<file path="src/rtl/alu_pkg.sv">
// alu_pkg: opcodes, FSM states and flag bit positions shared by the alu_seq block.
package alu_pkg;
   localparam int OP_BITS = 3;
   localparam logic [OP_BITS-1:0] OP_ADD = 3'b000;
   localparam logic [OP_BITS-1:0] OP_SUB = 3'b001;
   localparam logic [OP_BITS-1:0] OP_AND = 3'b010;
   localparam logic [OP_BITS-1:0] OP_OR  = 3'b011;
   localparam logic [OP_BITS-1:0] OP_XOR = 3'b100;
   localparam logic [OP_BITS-1:0] OP_SLL = 3'b101;
   localparam logic [OP_BITS-1:0] OP_SRL = 3'b110;
   localparam logic [OP_BITS-1:0] OP_MUL = 3'b111;
   typedef enum logic {ST_IDLE = 1'b0, ST_BUSY = 1'b1} state_t;
   localparam int FLG_Z = 3;
   localparam int FLG_N = 2;
   localparam int FLG_C = 1;
   localparam int FLG_V = 0;
endpackage

</file>
<file path="src/rtl/alu_mul_seq.sv">
// alu_mul_seq: shift-add unsigned multiplier, one multiplier bit per clock.
module alu_mul_seq #(
   parameter int E_BITS = 16
) (
   input  logic                  i_clk,
   input  logic                  i_reset,
   input  logic                  i_start,
   input  logic [E_BITS-1:0]     i_a,
   input  logic [E_BITS-1:0]     i_b,
   output logic                  o_busy,
   output logic                  o_last,
   output logic [2*E_BITS-1:0]   o_product
);
   localparam int CW = $clog2(E_BITS);
   logic [2*E_BITS-1:0] mcand_q, prod_q, a_ext;
   logic [E_BITS-1:0]   mplr_q;
   logic [CW-1:0]       cnt_q;
   logic                busy_q;
   assign a_ext     = {{E_BITS{1'b0}}, i_a};
   // o_product is the product including this cycle's step, valid for capture when o_last
   assign o_product = prod_q + (mplr_q[0] ? mcand_q : '0);
   assign o_busy    = busy_q;
   assign o_last    = busy_q && cnt_q == CW'(1);
   // The start edge already folds in bit 0, so E_BITS-1 busy edges remain
   always_ff @(posedge i_clk) begin
      if (i_reset) begin
         busy_q  <= 1'b0;
         cnt_q   <= '0;
         mcand_q <= '0;
         mplr_q  <= '0;
         prod_q  <= '0;
      end else if (i_start) begin
         busy_q  <= 1'b1;
         cnt_q   <= CW'(E_BITS - 1);
         mcand_q <= a_ext << 1;
         mplr_q  <= i_b >> 1;
         prod_q  <= i_b[0] ? a_ext : '0;
      end else if (busy_q) begin
         busy_q  <= cnt_q != CW'(1);
         cnt_q   <= cnt_q - CW'(1);
         mcand_q <= mcand_q << 1;
         mplr_q  <= mplr_q >> 1;
         prod_q  <= o_product;
      end
   end
endmodule

</file>
<file path="src/rtl/alu_seq.sv">
// alu_seq: registered 8-op ALU with Z/N/C/V flags and valid/ready/done handshake.
module alu_seq
   import alu_pkg::*;
#(
   parameter int E_BITS = 16
) (
   input  logic               i_clk,
   input  logic               i_reset,
   input  logic               i_valid,
   input  logic [OP_BITS-1:0] i_op,
   input  logic [E_BITS-1:0]  op_1,
   input  logic [E_BITS-1:0]  op_2,
   output logic               o_ready,
   output logic               o_done,
   output logic [E_BITS-1:0]  o_res,
   output logic [3:0]         o_flags
);
   localparam int SH = $clog2(E_BITS);
   localparam int M  = E_BITS - 1;
   state_t              state_q, state_d;
   logic [E_BITS-1:0]   res_q, res_d, alu_res;
   logic [3:0]          flags_q, flags_d;
   logic                done_q, done_d, alu_c, alu_v, accept;
   logic [E_BITS:0]     sum, diff, sll_x, srl_x;
   logic [SH-1:0]       amt;
   logic                mul_start, mul_busy, mul_last;
   logic [2*E_BITS-1:0] mul_prod;
   assign o_ready   = state_q == ST_IDLE && !mul_busy;
   assign o_done    = done_q;
   assign o_res     = res_q;
   assign o_flags   = flags_q;
   assign accept    = i_valid && o_ready;
   assign mul_start = accept && i_op == OP_MUL;
   assign amt       = op_2[SH-1:0];
   assign sum       = {1'b0, op_1} + {1'b0, op_2};
   assign diff      = {1'b0, op_1} - {1'b0, op_2};
   // One extra bit on each shift catches the last bit shifted out
   assign sll_x     = {1'b0, op_1} << amt;
   assign srl_x     = {op_1, 1'b0} >> amt;
   alu_mul_seq #(.E_BITS(E_BITS)) u_mul (
      .i_clk    (i_clk),
      .i_reset  (i_reset),
      .i_start  (mul_start),
      .i_a      (op_1),
      .i_b      (op_2),
      .o_busy   (mul_busy),
      .o_last   (mul_last),
      .o_product(mul_prod)
   );
   always_comb begin
      alu_res = '0;
      alu_c   = 1'b0;
      alu_v   = 1'b0;
      case (i_op)
         OP_ADD: begin
            alu_res = sum[M:0];
            alu_c   = sum[E_BITS];
            alu_v   = (op_1[M] == op_2[M]) && (sum[M] != op_1[M]);
         end
         OP_SUB: begin
            alu_res = diff[M:0];
            alu_c   = diff[E_BITS];
            alu_v   = (op_1[M] != op_2[M]) && (diff[M] != op_1[M]);
         end
         OP_AND: alu_res = op_1 & op_2;
         OP_OR:  alu_res = op_1 | op_2;
         OP_XOR: alu_res = op_1 ^ op_2;
         OP_SLL: begin
            alu_res = sll_x[M:0];
            alu_c   = sll_x[E_BITS];
         end
         OP_SRL: begin
            alu_res = srl_x[E_BITS:1];
            alu_c   = srl_x[0];
         end
         default: alu_res = '0;
      endcase
   end
   always_comb begin
      state_d = state_q;
      res_d   = res_q;
      flags_d = flags_q;
      done_d  = 1'b0;
      if (accept && i_op != OP_MUL) begin
         res_d          = alu_res;
         flags_d[FLG_Z] = alu_res == '0;
         flags_d[FLG_N] = alu_res[M];
         flags_d[FLG_C] = alu_c;
         flags_d[FLG_V] = alu_v;
         done_d         = 1'b1;
      end else if (mul_start) begin
         state_d = ST_BUSY;
      end else if (state_q == ST_BUSY && mul_last) begin
         res_d          = mul_prod[M:0];
         flags_d[FLG_Z] = mul_prod[M:0] == '0;
         flags_d[FLG_N] = mul_prod[M];
         flags_d[FLG_C] = |mul_prod[2*E_BITS-1:E_BITS];
         flags_d[FLG_V] = 1'b0;
         done_d         = 1'b1;
         state_d        = ST_IDLE;
      end
   end
   always_ff @(posedge i_clk) begin
      if (i_reset) begin
         state_q <= ST_IDLE;
         res_q   <= '0;
         flags_q <= '0;
         done_q  <= 1'b0;
      end else begin
         state_q <= state_d;
         res_q   <= res_d;
         flags_q <= flags_d;
         done_q  <= done_d;
      end
   end
endmodule
</file>
<file path="config.mk">
export PLATFORM = sky130hd
export DESIGN_NAME = alu_seq
export DESIGN_NICKNAME = d
export VERILOG_FILES = /design/src/rtl/alu_pkg.sv /design/src/rtl/alu_mul_seq.sv /design/src/rtl/alu_seq.sv
export SDC_FILE = /design/constraint.sdc
export NUM_CORES = 1
export LEC_CHECK = 0
export CELL_PAD_IN_SITES_DETAIL_PLACEMENT = 1
export CELL_PAD_IN_SITES_GLOBAL_PLACEMENT = 1
export CORE_ASPECT_RATIO = 1.2
export CORE_MARGIN = 8
export CORE_UTILIZATION = 41
export DETAILED_ROUTE_END_ITERATION = 8
export PLACE_DENSITY = 0.75
export RECOVER_POWER = 25
export SLEW_MARGIN = 20
export SYNTH_ARGS = -nofsm -noshare
export SYNTH_HDL_FRONTEND = slang
export SYNTH_SLANG_ARGS = --single-unit
</file>
<file path="constraint.sdc">
create_clock -name i_clk -period 3.9 [get_ports i_clk]
set_input_delay 0.78 -clock i_clk [delete_from_list [all_inputs] [get_ports i_clk]]
set_output_delay 0.78 -clock i_clk [all_outputs]
set_load 0.03 [all_outputs]
</file>
# Word level (Yosys, flattened, before mapping)
# Cells that the tools add are included.
# word_totals
out_inout_bits	22
ff_bits	105
elab_cells	81
input_bits	38
# classes
shifts	2
addsub	4
n_reduce_logical	19
mux	26
eq_ne	15
bitwise_logic	5
# op_table
operator	count
$pmux 16 s7	1
$mux 32	3
$mux 16	4
$mux 17	2
$add 32x32->32	1
$logic_not 16->1	2
$mux 15	2
$mux 4	5
$add 16x16->17	1
$shl 16x4->17	1
$shr 17x4->17	1
$sub 16x16->17	1
$and 16x16->16	1
$or 16x16->16	1
$reduce_or 16->1	1
$xor 16x16->16	1
$eq 3x3->1 const B	4
$logic_and 1x1->1	8
$mux 1	7
$eq 3x2->1 const B	2
$reduce_bool 2->1	3
$eq 4x1->1 const B	1
$ne 4x1->1 const B	1
$pmux 1 s4	1
12 further kinds	16

# Logic depth before layout (Yosys ltp)
# depth
depth_word	6
ltp_mapped	14
ltp_nobuf	13

# Modules after synthesis
# From an unflattened synthesis, not the netlist that was laid out.
# hier_totals
cells_unflattened	1353
hier_area_um2	10339.9
# by_module_without_submodules
module	area_per_inst_um2	seq_area_each_um2	n_inst	cells_per_inst
alu_mul_seq	5298.8	1661.6	1	663
alu_seq	5041.1	420.4	1	690

# Worst setup path after synthesis
# Ideal clock, no wire load.
# synth_path
path_type	input to register
startpoint	input op_2[1]
endpoint	register res_q[14], in the netlist o_res[14]
path_slack_ns	0.100
arrival_ns	3.672
required_time_ns	3.772
cell_stages	13
setup_ns	0.128
n_path_buf	2
cell_sequence	clkbuf_1 > inv_2 > buf_1 > fa_1 > nand2b_1 > a2111o_1 > nand4b_1 > a31o_2 > a2111oi_0 > or3_1 > a22oi_1 > a222oi_1 > nor2_1
# synth_between
elab_chain_cells	3
elab_cells_between_ends	6
cone_classes	2 x add/sub; 2 x shift; 2 x mux
# synth_lines
item	line_no	text
from (decl)	alu_seq.sv:12	input logic [E_BITS-1:0] op_2,
$sub 16x16->17, or another cell as far along	alu_seq.sv:36	assign diff = {1'b0, op_1} - {1'b0, op_2};
$pmux 16 s7 *	alu_seq.sv:54	case (i_op)
$mux 16 *	alu_seq.sv:84	if (accept && i_op != OP_MUL) begin
to (signal assigned)	alu_seq.sv:111	res_q <= res_d;
to (decl)	alu_seq.sv:21	logic [E_BITS-1:0] res_q, res_d, alu_res;
# Every way passes the cells marked *; elsewhere a longest branch is shown, timed or not.
# A chain may end at the register's enable or synchronous reset.

# Worst setup path after layout
# layout_path
startpoint	input i_op[0]
endpoint	register u_mul.mcand_q[19]
# layout_between
elab_chain_cells	3
# layout_lines
item	line_no	text
from (decl)	alu_seq.sv:10	input logic [OP_BITS-1:0] i_op,
$eq 3x3->1	alu_seq.sv:33	assign mul_start = accept && i_op == OP_MUL;
$logic_and 1x1->1	alu_seq.sv:33	
$reduce_or 2->1 (no line)	n/a	
to (signal assigned)	alu_mul_seq.sv:35	mcand_q <= a_ext << 1;
to (signal assigned)	alu_mul_seq.sv:41	mcand_q <= mcand_q << 1;
to (decl)	alu_mul_seq.sv:15	logic [2*E_BITS-1:0] mcand_q, prod_q, a_ext;
# Every way passes these cells.

==> results.ini <==
[yosys]
syn_nets = 1490
synth_cells = 1365
synth_flop_cell = dfxtp_1
syn_area_um2 = 10200
synthXorXnorAreaFrac = 0.0188
synth_area_leaders = dfxtp_1, ha_1, a21oi_1, nor2_1, a22oi_1
synth_compound_area_frac = 0.296
yosys.area.top_type = dfxtp_1
synth_edf_count = 0
async_flop_share = 0
yosys.area_share.simple = 0.229
ys_seq_elements = 104
ys_types = 82
yosys_warnings = 0
synth_top_family_by_area = compound AO/OA/AOI/OAI gates
syn_area_per_cell_um2 = 7.50
yosysTopAreaCellShare = 0.203
synthAdderAreaFrac = 0.109
synth-seq-area-share = 0.203
synth.area.mux_share = 0.0787

[worst_setup_path]
critPathSlowestCell = clkbuf_1
ff2ff_setup_slack_ns = 0.20
critPathArrivalTime_ns = 4.01
worstPathRequired_ns = 4.18
endpoint_kind = register
cpPeakStageDelay_ns = 1.22
crit_fanout = 28
path_class = input port to register
path_cells = dlygate4sd3_1 -> buf_12 -> buf_4 -> nand4_1 -> clkbuf_1 -> nand2b_1 -> nor2_1
start_kind = input port

[sta]
finClkSkew_ns = 0.0130
worst_pin_slew_ns = 1.86
finalCritPeriodShare = 0.957
holdWs_ns = 0.460
finalHoldViolCount = 0
slew_headroom = -0.239
drv_slew = 62
setup_tns_ns = 0
layout_setup_ws_ns = 0.166
fmax_mhz = 268
fin_crit_ns = 3.73
setup_violations = 0

[clock_tree]
clock_latency_ns = 0.37
tritoncts = built
cts-hold-fix-buffers = 0
htreeDepth = 3
cts_buffers = 9
clk_path_buf_depth = 2
cts_root_buf = clkbuf_16
cts.sinks = 104
clk_pin_slew_ns = 0.07

[routing]
vias_per_cell = 6.29
ant_nets = 0
drtIter0Drc = 705
num_vias = 11400
drt-wirelength-per-cell_um = 24.0
post-route-drc-count = 0
drt-total-wl_mm = 43.4
first_pass_iters = 5

[place]
dp.cells = 1790
dp_slack_ns = -0.339
port_buffers = 59
post_dp_cell_area_um2 = 12000
gp_congestion = 0.982
dp_hpwl_mm = 33.8

[cells_and_area]
fillers = 3063
drive_above_1_share = 0.144
mostFrequentLayoutCells = nor2_1, buf_4, a21oi_1
area_growth_pct = 20.8
finalNonFillerCells = 1809
final_common_cell = nor2_1
antenna_cells = 0
fin_nets = 1604
stdcell_area_um2 = 12400

[die]
ios = 60
row_count = 63
coreArea_um2 = 24600
chipWidth_um = 160
start_util = 0.416
fp.dieArea_um2 = 30300
die_h_um = 189

[status]
violations = capacitance limit, slew limit
status = finished with violations

[min_path]
hp-class = register to register

[global_route]
grt_max_degree = 55
grt_pass1_wl_mm = 67.9
track_usage = 0.282
antenna_found_initial = 0
gr-total-overflow = 0
grt_pass1_vias = 11900

[pwr]
ir_drop_uv = 163
power.density_nw_per_um2 = 251
p_leak_nw = 5.18

[run]
drv_cap = 2

==> repair_timing <==
item,CTS,global route
setup endpoints to repair,0,4
setup buffers,0,3
gates resized for setup,0,15
==> area by class of cell <==
cell class	count	area, um2	area share
clock buffers	11	264	0.0213
clock inverters	5	37.5	0.00304
inverters	67	251	0.0203
multi-input cells	1088	7560	0.611
flip-flops and latches	104	2090	0.169
well taps	325	407	0.0329
repair buffers	209	1760	0.142
==> metrics by stage <==
| step | util | total power, W |
|---|---|---|
| 2_1_floorplan | - | 0.00169 |
| 3_3_place_gp | 0.488 | 0.00216 |
| 3_5_place_dp | 0.488 | 0.00218 |
| 4_1_cts | 0.500 | 0.00312 |
| 5_1_grt | 0.503 | 0.00324 |
| 6_report | 0.503 | 0.00311 |
==> state kept, by name, indices dropped and copies added (netlist names) <==
name	count
state_q	1
u_mul.o_busy	1
u_mul.cnt_q	4
o_res	15
o_flags	4
u_mul.prod_q	32
o_done	1
u_mul.mplr_q	15
u_mul.mcand_q	31
==> metal layers <==
metal | share of wire | vias to the layer above | GRT usage
met2 | 0.49 | 325 | 0.481
met3 | 0.043 | 113 | 0.0398
met4 | 0.057 | 0 | 0.171
li1 | - | 5289 | -
met1 | 0.41 | 5647 | 0.330
met5 | 0 | - | 0
==> synth_stat cells (all sizes together), types with 14 or more instances <==
cell	n
nor2	155
a21oi	121
dfxtp	104
nand2	96
clkbuf	91
ha	84
inv	67
a22oi	54
o21ai	53
mux2i	40
and2	37
nand3	34
a211oi	29
and3	27
nor3	27
a31oi	19
or3	19
a21o	18
nor2b	18
mux4	16
nand4	16
a222oi	15
buf	15
xnor2	14
==> kinds of logic (layout without fill, tap and decap cells) <==
| kind of cell | count (synthesis) | in the layout |
|---|---|---|
| and+or+nand+nor | 477 | 477 |
| AOI/OAI and AO/OA | 442 | 442 |
| buffers and inverters | 173 | 292 |
| DFF | 104 | 104 |
| adders and majority gates | 87 | 87 |
| muxes | 60 | 60 |
| xor gates and xnor gates | 22 | 22 |
==> where the power goes <==
group | switching (W) | internal (W) | leakage, nW | total, W
sequential | 0.0000261 | 0.00109 | 0.844 | 0.00112
combinational | 0.000620 | 0.000433 | 4.20 | 0.00105
clock | 0.000443 | 0.000492 | 0.143 | 0.000935
==> worst max-delay path: cells and delay by family <==
kind                   cells  cell delay [ns]
and+or+nand+nor            3             1.09
buffers and inverters      4             2.13
==> worst paths after layout <==
kind / cells past startpoint / to / start
worst max-delay path: 7 / u_mul.mcand_q[19]$_SDFFE_PP0P_ / i_op[0]
worst min-delay path: 2 / u_mul.mplr_q[6]$_SDFFE_PP0N_ / u_mul.mplr_q[6]$_SDFFE_PP0N_
worst max register to register: 13 / o_flags[3]$_SDFFE_PP0P_ / u_mul.mplr_q[0]$_SDFFE_PP0N_
worst min register to register: 2 / u_mul.mplr_q[6]$_SDFFE_PP0N_ / u_mul.mplr_q[6]$_SDFFE_PP0N_
(Power assumes the default switching activity.)
